### src/rtl/issue_controller_pkg.sv
// -----------------------------------------------------------------------------
// issue_controller_pkg
// Shared types for the issue stage: instruction kind, divider FSM state and the
// bundled decode information handed around inside the controller.
// No ports (package).
// -----------------------------------------------------------------------------
package issue_controller_pkg;

    localparam int unsigned REG_W      = 5;
    localparam int unsigned NUM_REGS   = 32;
    localparam int unsigned LOAD_CNT_W = 4;   // holds MAX_LOADS up to 15

    typedef enum logic [1:0] {
        KIND_ALU    = 2'd0,
        KIND_LOAD   = 2'd1,
        KIND_MULDIV = 2'd2,
        KIND_NORD   = 2'd3   // store / branch, no destination register
    } issue_kind_t;

    typedef enum logic {
        DIV_IDLE = 1'b0,
        DIV_RUN  = 1'b1
    } div_state_t;

    typedef struct packed {
        issue_kind_t      kind;
        logic             is_div;
        logic [REG_W-1:0] rs1;
        logic [REG_W-1:0] rs2;
        logic [REG_W-1:0] rd;
    } control_info;

    // True when the instruction allocates a destination register.
    function automatic logic has_rd(input control_info c);
        return (c.kind != KIND_NORD);
    endfunction

endpackage

### src/rtl/issue_controller_reg_scoreboard.sv
// -----------------------------------------------------------------------------
// reg_scoreboard
// Pending-write scoreboard for x1..x31 with a write-first bypassed lookup.
// Ports:
//   clk, rst_n        clock, asynchronous active-low reset
//   set_en, set_rd    mark set_rd pending on the next edge (x0 ignored)
//   clr_en, clr_rd    writeback: clear clr_rd on the next edge
//   rd_addr[3]        lookup addresses
//   rd_pend[3]        pending status with the same-cycle writeback bypassed
// -----------------------------------------------------------------------------
module reg_scoreboard
    import issue_controller_pkg::*;
(
    input  logic                  clk,
    input  logic                  rst_n,
    input  logic                  set_en,
    input  logic [REG_W-1:0]      set_rd,
    input  logic                  clr_en,
    input  logic [REG_W-1:0]      clr_rd,
    input  logic [2:0][REG_W-1:0] rd_addr,
    output logic [2:0]            rd_pend
);

    // Bit 0 is held at zero so x0 never hazards and indexing stays simple.
    logic [NUM_REGS-1:0] pending_q;
    logic [NUM_REGS-1:0] pending_d;

    always_comb begin
        pending_d = pending_q;
        if (clr_en) begin
            pending_d[clr_rd] = 1'b0;
        end
        // Set is applied after clear so a same-cycle set/clear of one register keeps it pending.
        if (set_en) begin
            pending_d[set_rd] = 1'b1;
        end
        pending_d[0] = 1'b0;
    end

    always_ff @(posedge clk or negedge rst_n) begin
        if (!rst_n) begin
            pending_q <= '0;
        end else begin
            pending_q <= pending_d;
        end
    end

    always_comb begin
        rd_pend = '0;
        for (int unsigned i = 0; i < 3; i++) begin
            rd_pend[i] = pending_q[rd_addr[i]] & ~(clr_en && (clr_rd == rd_addr[i]));
        end
    end

endmodule

### src/rtl/issue_controller.sv
// -----------------------------------------------------------------------------
// issue_controller
// Decides each cycle whether the decoded instruction issues or the front end
// stalls. Tracks register hazards, outstanding loads and the shared divider.
// Ports:
//   CLK, RSTN                   clock, asynchronous active-low reset
//   DEC_VALID/KIND/IS_DIV       decoded instruction and its class
//   DEC_RS1, DEC_RS2, DEC_RD    register operands (0 = unused)
//   WB_VALID, WB_RD             register writeback
//   LOAD_DONE                   one load response retired
//   DIV_DONE                    divider result ready pulse
//   FLUSH                       redirect, blocks issue this cycle only
//   ISSUE, STALL                issue decision (combinational)
//   DIV_START, DIV_BUSY         divider start pulse / divider occupied
//   STALL_CNT                   saturating count of stall cycles
// -----------------------------------------------------------------------------
module issue_controller
    import issue_controller_pkg::*;
#(
    parameter int unsigned MAX_LOADS = 4,
    parameter int unsigned CNT_W     = 32
) (
    input  logic             CLK,
    input  logic             RSTN,
    input  logic             DEC_VALID,
    input  issue_kind_t      DEC_KIND,
    input  logic             DEC_IS_DIV,
    input  logic [REG_W-1:0] DEC_RS1,
    input  logic [REG_W-1:0] DEC_RS2,
    input  logic [REG_W-1:0] DEC_RD,
    input  logic             WB_VALID,
    input  logic [REG_W-1:0] WB_RD,
    input  logic             LOAD_DONE,
    input  logic             DIV_DONE,
    input  logic             FLUSH,
    output logic             ISSUE,
    output logic             STALL,
    output logic             DIV_START,
    output logic             DIV_BUSY,
    output logic [CNT_W-1:0] STALL_CNT
);

    control_info            dec;
    logic [2:0][REG_W-1:0]  lookup_addr;
    logic [2:0]             lookup_pend;
    logic                   raw_hz;
    logic                   waw_hz;
    logic                   load_hz;
    logic                   div_hz;
    logic                   issue;
    logic                   sb_set_en;

    logic [LOAD_CNT_W-1:0]  load_cnt_q;
    logic [LOAD_CNT_W-1:0]  load_cnt_d;
    div_state_t             div_state_q;
    div_state_t             div_state_d;
    logic [CNT_W-1:0]       stall_cnt_q;
    logic [CNT_W-1:0]       stall_cnt_d;

    // ---------------------------------------------------------------- decode
    always_comb begin
        dec.kind       = DEC_KIND;
        dec.is_div     = DEC_IS_DIV;
        dec.rs1        = DEC_RS1;
        dec.rs2        = DEC_RS2;
        dec.rd         = DEC_RD;
        lookup_addr[0] = dec.rs1;
        lookup_addr[1] = dec.rs2;
        lookup_addr[2] = dec.rd;
    end

    reg_scoreboard u_sb (
        .clk     (CLK),
        .rst_n   (RSTN),
        .set_en  (sb_set_en),
        .set_rd  (dec.rd),
        .clr_en  (WB_VALID),
        .clr_rd  (WB_RD),
        .rd_addr (lookup_addr),
        .rd_pend (lookup_pend)
    );

    // --------------------------------------------------------------- hazards
    always_comb begin
        raw_hz    = lookup_pend[0] | lookup_pend[1];
        waw_hz    = lookup_pend[2] & has_rd(dec);
        // A retiring load frees its slot in the same cycle.
        load_hz   = (dec.kind == KIND_LOAD)
                  && (load_cnt_q == LOAD_CNT_W'(MAX_LOADS))
                  && !LOAD_DONE;
        div_hz    = dec.is_div && (div_state_q != DIV_IDLE);
        issue     = DEC_VALID & ~FLUSH & ~raw_hz & ~waw_hz & ~load_hz & ~div_hz;
        sb_set_en = issue & has_rd(dec);
    end

    assign ISSUE     = issue;
    assign STALL     = DEC_VALID & ~issue;
    assign DIV_START = issue & dec.is_div;

    // ---------------------------------------------------------- load counter
    always_comb begin
        logic inc;
        logic dec_ok;
        inc    = issue && (dec.kind == KIND_LOAD);
        dec_ok = LOAD_DONE && (load_cnt_q != '0);
        load_cnt_d = load_cnt_q;
        if (inc && !dec_ok) begin
            load_cnt_d = load_cnt_q + 1'b1;
        end else if (!inc && dec_ok) begin
            load_cnt_d = load_cnt_q - 1'b1;
        end
    end

    // ----------------------------------------------------------- divider FSM
    always_ff @(posedge CLK or negedge RSTN) begin
        if (!RSTN) begin
            div_state_q <= DIV_IDLE;
        end else begin
            div_state_q <= div_state_d;
        end
    end

    always_comb begin
        div_state_d = div_state_q;
        unique case (div_state_q)
            DIV_IDLE: if (DIV_START) div_state_d = DIV_RUN;
            DIV_RUN:  if (DIV_DONE)  div_state_d = DIV_IDLE;
            default:  div_state_d = DIV_IDLE;
        endcase
    end

    always_comb begin
        DIV_BUSY = (div_state_q != DIV_IDLE);
    end

    // --------------------------------------------------------- stall counter
    always_comb begin
        stall_cnt_d = stall_cnt_q;
        if (STALL && (stall_cnt_q != '1)) begin
            stall_cnt_d = stall_cnt_q + 1'b1;
        end
    end

    assign STALL_CNT = stall_cnt_q;

    always_ff @(posedge CLK or negedge RSTN) begin
        if (!RSTN) begin
            load_cnt_q  <= '0;
            stall_cnt_q <= '0;
        end else begin
            load_cnt_q  <= load_cnt_d;
            stall_cnt_q <= stall_cnt_d;
        end
    end

endmodule

### config.mk
export PLATFORM = sky130hd
export DESIGN_NAME = issue_controller
export DESIGN_NICKNAME = d
export VERILOG_FILES = /design/src/rtl/issue_controller_pkg.sv /design/src/rtl/issue_controller_reg_scoreboard.sv /design/src/rtl/issue_controller.sv
export SDC_FILE = /design/constraint.sdc
export NUM_CORES = 1
export LEC_CHECK = 0
export ABC_CLOCK_PERIOD_IN_PS = 4700
export BUFFER_PORTS_ARGS = -buffer_cell sky130_fd_sc_hd__buf_2
export CORE_UTILIZATION = 35
export DETAILED_ROUTE_END_ITERATION = 6
export GPL_ROUTABILITY_DRIVEN = 0
export PLACE_DENSITY = 0.63
export SLEW_MARGIN = 0
export SYNTH_ARGS = -nofsm -noshare
export SYNTH_HDL_FRONTEND = slang
export SYNTH_SLANG_ARGS = --single-unit
### constraint.sdc
create_clock -name CLK -period 4.7 [get_ports CLK]
set_clock_uncertainty 0.1 [all_clocks]
set_input_delay 1.175 -clock CLK [delete_from_list [all_inputs] [get_ports CLK]]
set_output_delay 1.175 -clock CLK [all_outputs]
set_load 0.01 [all_outputs]
; ---- Word level (Yosys, flattened, before mapping)
; Cells that the tools add are included.
[totals]
elab_cells = 81
reg_bits = 68
output_inout_bits = 36
inputBits = 30
[classes]
n_addsub = 3
magnitude_cmp = 6
n_eq_ne = 7
n_reduce_logical = 18
bitwise_logic = 26
mux = 17
[op_table]
columns = operator, count
row1 = $mux W32, 2
row2 = $add A32 B1 Y32 const B, 1
row3 = $and A32 B32 Y32, 1
row4 = $ne A32 B32 Y1 const B, 1
row5 = $not A32 Y32, 1
row6 = $or A32 B32 Y32, 1
row7 = $lt A5 B6 Y1 const B, 4
row8 = $bmux W1 S5, 3
row9 = $eq A5 B5 Y1, 3
row10 = $logic_and A1 B1 Y1, 13
row11 = $and A1 B1 Y1, 12
row12 = $demux W1 S5, 2
row13 = $ge A5 B1 Y1 const B, 2
row14 = $not A1 Y1, 10
row15 = $mux W4, 2
row16 = $mux W1, 7
row17 = $add A4 B1 Y4 const B, 1
row18 = $eq A4 B3 Y1 const B, 1
row19 = $reduce_bool A4 Y1, 1
row20 = $sub A4 B1 Y4 const B, 1
row21 = $logic_not A1 Y1, 3
row22 = $eq A2 B1 Y1 const B, 1
row23 = $ne A2 B2 Y1 const B, 1
row24 = $pmux W1 S2, 1
row25 = 2 further kinds, 2

; ---- Longest topological paths before layout
; Gate-level depths: netlist of the first run.
[depth]
word_depth = 15
ltp_mapped = 18
ltp_nobuf = 15

; ---- Cells and area by module
; Synthesis of the first run repeated with hierarchy kept, for this count alone.
[unflattened]
cells_unflattened = 424
area_unflattened_um2 = 4335.4
[modules_own_cells]
columns = module, area_each_um2, seq_area_each_um2, instances, cells_per_inst
row1 = reg_scoreboard, 2338.5, 775.7, 1, 230
row2 = issue_controller, 1996.9, 925.9, 1, 194

; ---- Least setup slack after synthesis of the first run
; Ideal clock, no wire load.
[synth_timing]
kind = in2reg
startpoint = in DEC_RS2[0]
endpoint = reg load_cnt_q[3]
t_required_ns = 4.475
path_slack_ns = 0.199
setup_ns = 0.125
arrival_ns = 4.276
path_buffers = 3
stages = 18
path_cell_list = buf_2 mux4_2 nor4b_1 a31oi_1 nand3_1 o22ai_1 or2_1 buf_6 clkbuf_1 nor3b_1 ha_1 inv_1 ha_1 a21o_1 a21oi_1 xnor2_1 nor2_1 xor2_1
[synth_between]
elab_chain_len = 14
elab_cells_between_ends = 18
classes_between = eq/ne: 1 / mux: 3 / bitwise: 8 / reduce/logical: 6
[synth_lines]
columns = element, line_no
row1 = start: declaration, issue_controller.sv:29  ; input logic [REG_W-1:0] DEC_RS2,
row2 = branches (longest 3 deep; another with $bmux W1 S5), n/a
row3 = $and A1 B1 Y1 *, issue_controller_reg_scoreboard.sv:51  ; rd_pend[i] = pending_q[rd_addr[i]] & ~(clr_en && (clr_rd == rd_addr[i]));
row4 = $or A1 B1 Y1 *, issue_controller.sv:85  ; raw_hz = lookup_pend[0] | lookup_pend[1];
row5 = $not A1 Y1 *, issue_controller.sv:92  ; issue = DEC_VALID & ~FLUSH & ~raw_hz & ~waw_hz & ~load_hz & ~div_hz;
row6 = $and A1 B1 Y1 * (4 in a row), issue_controller.sv:92
row7 = $logic_and A1 B1 Y1 *, issue_controller.sv:104  ; inc = issue && (dec.kind == KIND_LOAD);
row8 = $logic_not A1 Y1, issue_controller.sv:109  ; end else if (!inc && dec_ok) begin
row9 = $logic_and A1 B1 Y1, issue_controller.sv:109
row10 = $reduce_bool A2 Y1 (no line), n/a
row11 = end signal: assignment, issue_controller.sv:151  ; load_cnt_q <= load_cnt_d;
row12 = end: declaration, issue_controller.sv:53  ; logic [LOAD_CNT_W-1:0] load_cnt_q;
; Mark *: on every way between the ends. The select of a mux whose other input is x is not followed.
; A chain may end at the register's enable or synchronous reset.

; ---- Worst setup path after layout of the first run
[layout_timing]
startpoint = in DEC_RS2[0]
endpoint = out STALL
[layout_between]
elab_chain_len = 12
elab_cells_between_ends = 14
classes_between = eq/ne: 1 / mux: 2 / bitwise: 10 / reduce/logical: 1
[layout_lines]
columns = element, line_no
row1 = branches (longest 3 deep; another with $bmux W1 S5), n/a
row2 = $and A1 B1 Y1 *, issue_controller_reg_scoreboard.sv:51
row3 = $or A1 B1 Y1 *, issue_controller.sv:85
row4 = $not A1 Y1 *, issue_controller.sv:92
row5 = $and A1 B1 Y1 * (4 in a row), issue_controller.sv:92
row6 = $not A1 Y1 *, issue_controller.sv:97  ; assign STALL = DEC_VALID & ~issue;
row7 = $and A1 B1 Y1 *, issue_controller.sv:97
row8 = end: declaration, issue_controller.sv:37  ; output logic STALL,
; Marks and branches as above.

==> impl_metrics.toml, run 1 <==
[outcome]
status = "finished clean"

[critical_path]
cp-end-kind = "output pin"
crit_top_cell = "buf_2"
cp-start-kind = "primary input"
reg2reg_from = "u_sb.pending_q[9]$_DFF_PN0_"
critPathBufInv = 2
cp_top_family = "simple AND/OR/NAND/NOR gates"
path_cells = "buf_2, mux4_2, nor4b_1, a31oi_1, nand3_1, o22ai_1, or2_1, and2_1, buf_2"
reg2reg_slack_ns = 1.04
startpoint = "DEC_RS2[0]"
crit_required_ns = 3.42
endpoint = "STALL"
ff2ff_path_depth = 15
criticalPathCategory = "primary input to output pin"
crit_cells = 9
r2r_end = "load_cnt_q[3]$_DFFE_PN0P_"
cp_max_fo = 10
critPathMaxStageDelay_ns = 0.55
cp.arrival_ns = 3.33
crit_slowest_cell = "mux4_2"

[power]
sw_frac_of_total_pct = 28.2
internal_power_w = 0.00132
p_comb_share_pct = 19.5
clkPwrFrac_pct = 40.1
p_seq_share_pct = 40.4
power_per_cell_area_nw_per_um2 = 358
p_sw_w = 0.000519
power_leakage_nw = 2.27
peakVddDrop_uv = 180

[die]
die-area_sq_um = 12900
coreArea_sq_um = 12100
io_pins = 66
die_w_microns = 113
start_util_pct = 36.0
die_y_microns = 113
row_count = 40

[clock_network]
cts_sinks = 68
clockBufferDepth = 2
clock_latency_ns = 0.33
cts_setup_buffers = 0
ctsHoldBuffers = 0
clk_pin_slew_ns = 0.06
cts_buffers = 9
cts_tree = "built"
h-tree-depth = 3
post_cts_resized = 0
clock-root-buffer = "clkbuf_16"

[layout]
nets = 532
drive_gt1_share_pct = 23.7
synthToLayoutAreaGrowth_pct = 18.6
diodes = 0
multi_input_area_sq_um = 2490
fillCellCount = 1159
register_area_sq_um = 1700

[route]
wl_met1_mm = 5.01
route.met3.wl_microns = 800
drtIter0Drc = 209
routed_wl_mm = 11.4
highest_layer = "met4"
wl_met2_mm = 5.49
vias = 3799
dr.pass1.iters = 5
drtAntennaViolNets = 0
via_per_inst = 5.67
drcViolationCount = 0
post_drt_wl_per_cell_microns = 17.1

[logic_synthesis]
yosysTopAreaCell = "dfrtp_1"
synth_area_sq_um = 4350
ys_ff_latch = 68
synthMostInstantiatedCell = "dfrtp_1"
synth_edf_count = 0
yosys.cell_types.count = 54
synth_area_per_cell_sq_um = 9.88
synth_area_leaders = "dfrtp_1 39%, xnor2_1 6.9%, o21ai_0 6.7%, mux4_2 4.1%, mux2i_1 3.9%"
syn_nets = 475
yosysTopAreaCellShare_pct = 39.1
yosysWarnings = 0
async_reset_ff_share_pct = 100
ys.flop_type = "dfrtp_1"
synth_commonest_cells = "68 x dfrtp_1, 58 x o21ai_0, 34 x xnor2_1, 26 x nand3_1, 19 x and3_1"
seq_area_frac_synth_pct = 39.1
synthCells = 440

[global_routing]
grt_max_degree = 41
grt-ovfl-total = 0
grt_pass1_wl_mm = 18.9
grt_usage_pct = 18.6
antenna_found_initial = 0
grt_pass1_vias = 3715

[hold_path]
whs_path_depth = 1
min_path_type = "flip-flop to flip-flop"

[job]
maxCapViolCount = 0

[sta]
finalSetupViolCount = 0
relSlewSlack_pct = 28.7
rsz0062_at_grt = "no"
clock.fmax_mhz = 217
finalSetupTns_ns = 0
final_max_slew_viol_count = 0
fin_crit_ns = 4.60
worst_pin_slew_ns = 1.06
worst_slack_ns = 0.0963
hold_viol = 0
period_share_pct = 98.0

[placement]
hpwl_mm = 8.44
dp_slack_ns = 0.0141
io_buffers = 65
[stage by stage]
step | total power (W) | utilization (%) | area, sq um | hold slack (ns) | std cells
after floorplan | 0.000977 | - | 4350 | 0.366 | 440
after global placement | 0.00110 | 39.9 | 4820 | 0.375 | 654
after detailed placement | 0.00111 | 39.9 | 4820 | 0.378 | 654
after CTS | 0.00186 | 42.7 | 5150 | 0.392 | 670
after global routing | 0.00193 | 42.7 | 5150 | 0.413 | 670
final | 0.00184 | 42.7 | 5150 | 0.382 | 670
[cell usage in the layout (no fill, tap or decap), types with 7 or more instances in the layout]
cell / Yosys / layout
buf_4: 1 / 9
nand3b_1: 10 / 10
xor2_1: 14 / 14
nand3_1: 26 / 26
o22ai_1: 10 / 10
nand4_1: 15 / 15
xnor2_1: 34 / 34
mux2_2: 10 / 10
o21ai_0: 58 / 58
nor3_1: 7 / 7
and2_1: 8 / 8
nand2_1: 16 / 16
mux2i_1: 17 / 17
clkbuf_16: 0 / 9
mux4_2: 8 / 8
dfrtp_1: 68 / 68
buf_2: 7 / 64
nor4_1: 11 / 11
nor2_1: 12 / 12
and3_1: 19 / 19
[sequential cells by signal, summed over array words and instances (netlist names)]
name	cells
u_sb.pending_q	31
DIV_BUSY	1
STALL_CNT	32
load_cnt_q	4
[power groups by stage]
| stage | Clock, W | Sequential (W) | Combinational [W] |
|---|---|---|---|
| after global routing | 0.000779 | 0.000755 | 0.000397 |
| after detailed placement | 0 | 0.000753 | 0.000361 |
| after global placement | 0 | 0.000751 | 0.000349 |
| after CTS | 0.000753 | 0.000744 | 0.000363 |
| final | 0.000738 | 0.000745 | 0.000360 |
| after floorplan | 0 | 0.000740 | 0.000237 |
[kinds of logic (layout without fill, tap and decap cells)]
group           Yosys count  count (layout)  share of synthesized area (%)
simple gates            157             157                           21.7
compound gates           89              89                           11.5
flops                    68              68                           39.1
xor+xnor                 48              48                           9.67
mux                      39              39                           12.8
buf+inv                  34              96                           3.57
fa+ha+maj                 5               5                           1.61
[per-layer routing]
| metal | vias to the layer above | GRT usage [%] |
|---|---|---|
| li1 | 1758 | - |
| met1 | 1875 | 24.7 |
| met2 | 151 | 31.2 |
| met3 | 15 | 3.40 |
| met4 | 0 | 5.18 |
| met5 | - | 0 |
[area by class of cell]
| cell class | instances | area share, % |
|---|---|---|
| clock buffers | 11 | 4.90 |
| clock inverters | 5 | 1.60 |
| inverters | 6 | 0.437 |
| multi-input cells | 338 | 48.3 |
| flip-flops and latches | 68 | 33.0 |
| well taps | 168 | 4.08 |
| repair buffers | 74 | 7.67 |
[worst min path at each step]
| stage | from | end |
|---|---|---|
| floorplan | load_cnt_q[3]$_DFFE_PN0P_ | load_cnt_q[3]$_DFFE_PN0P_ |
| global placement | STALL_CNT[16]$_DFFE_PN0P_ | STALL_CNT[16]$_DFFE_PN0P_ |
| detailed placement | STALL_CNT[20]$_DFFE_PN0P_ | STALL_CNT[20]$_DFFE_PN0P_ |
| CTS | STALL_CNT[20]$_DFFE_PN0P_ | STALL_CNT[20]$_DFFE_PN0P_ |
| global route | STALL_CNT[20]$_DFFE_PN0P_ | STALL_CNT[20]$_DFFE_PN0P_ |
| finish | STALL_CNT[20]$_DFFE_PN0P_ | STALL_CNT[20]$_DFFE_PN0P_ |
(Power assumes the default switching activity.)
==> run 2: changes to the inputs <==
--- a/config.mk
+++ b/config.mk
@@ -5,7 +5,7 @@
 export SDC_FILE = /design/constraint.sdc
 export NUM_CORES = 1
 export LEC_CHECK = 0
-export ABC_CLOCK_PERIOD_IN_PS = 4700
+export ABC_CLOCK_PERIOD_IN_PS = 5000
 export BUFFER_PORTS_ARGS = -buffer_cell sky130_fd_sc_hd__buf_2
 export CORE_UTILIZATION = 35
 export DETAILED_ROUTE_END_ITERATION = 6
==> constraint.sdc (replaced) <==
create_clock -name CLK -period 5 [get_ports CLK]
set_clock_uncertainty 0.1 [all_clocks]
set_input_delay 1.25 -clock CLK [delete_from_list [all_inputs] [get_ports CLK]]
set_output_delay 1.25 -clock CLK [all_outputs]
set_load 0.01 [all_outputs]
==> impl_metrics.toml, run 2 (synthesis gave the netlist of run 1 again) <==
[clock_network]
clock_latency_ns = 0.32
h-tree-depth = 3
cts_sinks = 68
clock-root-buffer = "clkbuf_16"
clockBufferDepth = 2
post_cts_resized = 0
cts_setup_buffers = 0
cts_buffers = 9
cts_tree = "built"
clk_pin_slew_ns = 0.05
ctsHoldBuffers = 0

[sta]
clock.fmax_mhz = 209
fin_crit_ns = 4.78
finalSetupTns_ns = 0
hold_viol = 0
relSlewSlack_pct = 28.3
finalSetupViolCount = 0
worst_pin_slew_ns = 1.07
final_max_slew_viol_count = 0
holdWs_ns = 0.395
period_share_pct = 95.7
worst_slack_ns = 0.216
rsz0062_at_grt = "no"

[critical_path]
reg2reg_slack_ns = 1.30
cp_max_fo = 21
reg2reg_from = "u_sb.pending_q[9]$_DFF_PN0_"
cp-end-kind = "output pin"
r2r_end = "load_cnt_q[3]$_DFFE_PN0P_"
ff2ff_path_depth = 15
crit_required_ns = 3.65
startpoint = "DEC_RD[1]"
cp.arrival_ns = 3.43
criticalPathCategory = "primary input to output pin"
cp-start-kind = "primary input"

[route]
drtAntennaViolNets = 0
routed_wl_mm = 11.6
post_drt_wl_per_cell_microns = 17.5
drcViolationCount = 0
vias = 3732
via_per_inst = 5.63
drtIter0Drc = 265
dr.pass1.iters = 5

[die]
die_y_microns = 113
die-area_sq_um = 12900
die_w_microns = 113
row_count = 40
start_util_pct = 36.0
coreArea_sq_um = 12100
io_pins = 66

[layout]
utilization_pct = 42.0
nets = 526
layout_commonest_cell = "dfrtp_1"
fillCellCount = 1193
register_area_sq_um = 1700
synthToLayoutAreaGrowth_pct = 16.5
drive_gt1_share_pct = 22.4
largest_reg_flops = 32
fin_area_sq_um = 5060
diodes = 0
final_cell_mix = "68 x dfrtp_1, 65 x buf_2, 58 x o21ai_0"
multi_input_area_sq_um = 2490

[global_routing]
grt_usage_pct = 18.7
grt_pass1_vias = 3787
grt-ovfl-total = 0
antenna_found_initial = 0
grt_max_degree = 36
grt_pass1_wl_mm = 19.0

[placement]
hpwl_mm = 8.30
io_buffers = 65
dp_slack_ns = 0.107
post_dp_cell_area_sq_um = 4770

[hold_path]
holdCritStartpoint = "STALL_CNT[16]$_DFFE_PN0P_"
whs_path_depth = 1
min_path_type = "flip-flop to flip-flop"
min_to = "STALL_CNT[16]$_DFFE_PN0P_"

[power]
peakVddDrop_uv = 212
power_per_cell_area_nw_per_um2 = 327
power_leakage_nw = 2.21

[outcome]
status = "finished clean"

[job]
maxCapViolCount = 0
[run 2: cell count changes in the layout (fill, tap and decap cells not counted)]
cell,before,now
buf_2,64,65
buf_4,9,3
bufinv_16,2,1
clkbuf_1,0,1
clkbuf_4,1,0
clkbuf_8,2,1
clkinv_4,1,0
clkinvlp_4,0,2
inv_6,1,0
[run 2: metal layers]
layer  GRT usage [%]  routed length (microns)
met4            5.79                       92
met2            30.1                     5390
met3            4.52                      907
met5               0                        0
met1            25.1                     5210
[run 2: power by group]
group	leakage (nW)	switching, W	internal, W
clock network	0.138	0.000229	0.000396
logic	1.15	0.000173	0.000158
registers	0.922	0.0000838	0.000617
[run 2: area by class of cell]
| class | count | share of cell area [%] |
|---|---|---|
| tap | 168 | 4.15 |
| inverter | 6 | 0.445 |
| sequential | 68 | 33.6 |
| timing repair buffer | 68 | 6.87 |
| clock buffer | 11 | 4.79 |
| clock inverter | 4 | 0.988 |
| multi-input combinational | 338 | 49.2 |
[run 2: how the worst max path moves through the flow]
stage | end | slack [ns] | cells after the start
final | STALL | 0.22 | 9
after global routing | STALL | 0.02 | 9
after CTS | STALL | 0.23 | 9
after detailed placement | load_cnt_q[3]$_DFFE_PN0P_ | 0.11 | 16
after global placement | load_cnt_q[3]$_DFFE_PN0P_ | 0.22 | 16
after floorplan | load_cnt_q[3]$_DFFE_PN0P_ | 0.42 | 18
[run 2: worst max-delay path, stage by stage]
cell	delay, ns
buf_2	0.42
mux2i_1	0.29
o22ai_1	0.09
nor4_1	0.27
o21ai_1	0.12
a211o_1	0.31
or2_1	0.34
and2_1	0.20
buf_2	0.13
[run 2: per-stage QoR]
step	std cells	total power [W]
finish	663	0.00166
global route	663	0.00174
CTS	663	0.00167
detailed placement	648	0.00104
global placement	648	0.00103
floorplan	440	0.000918
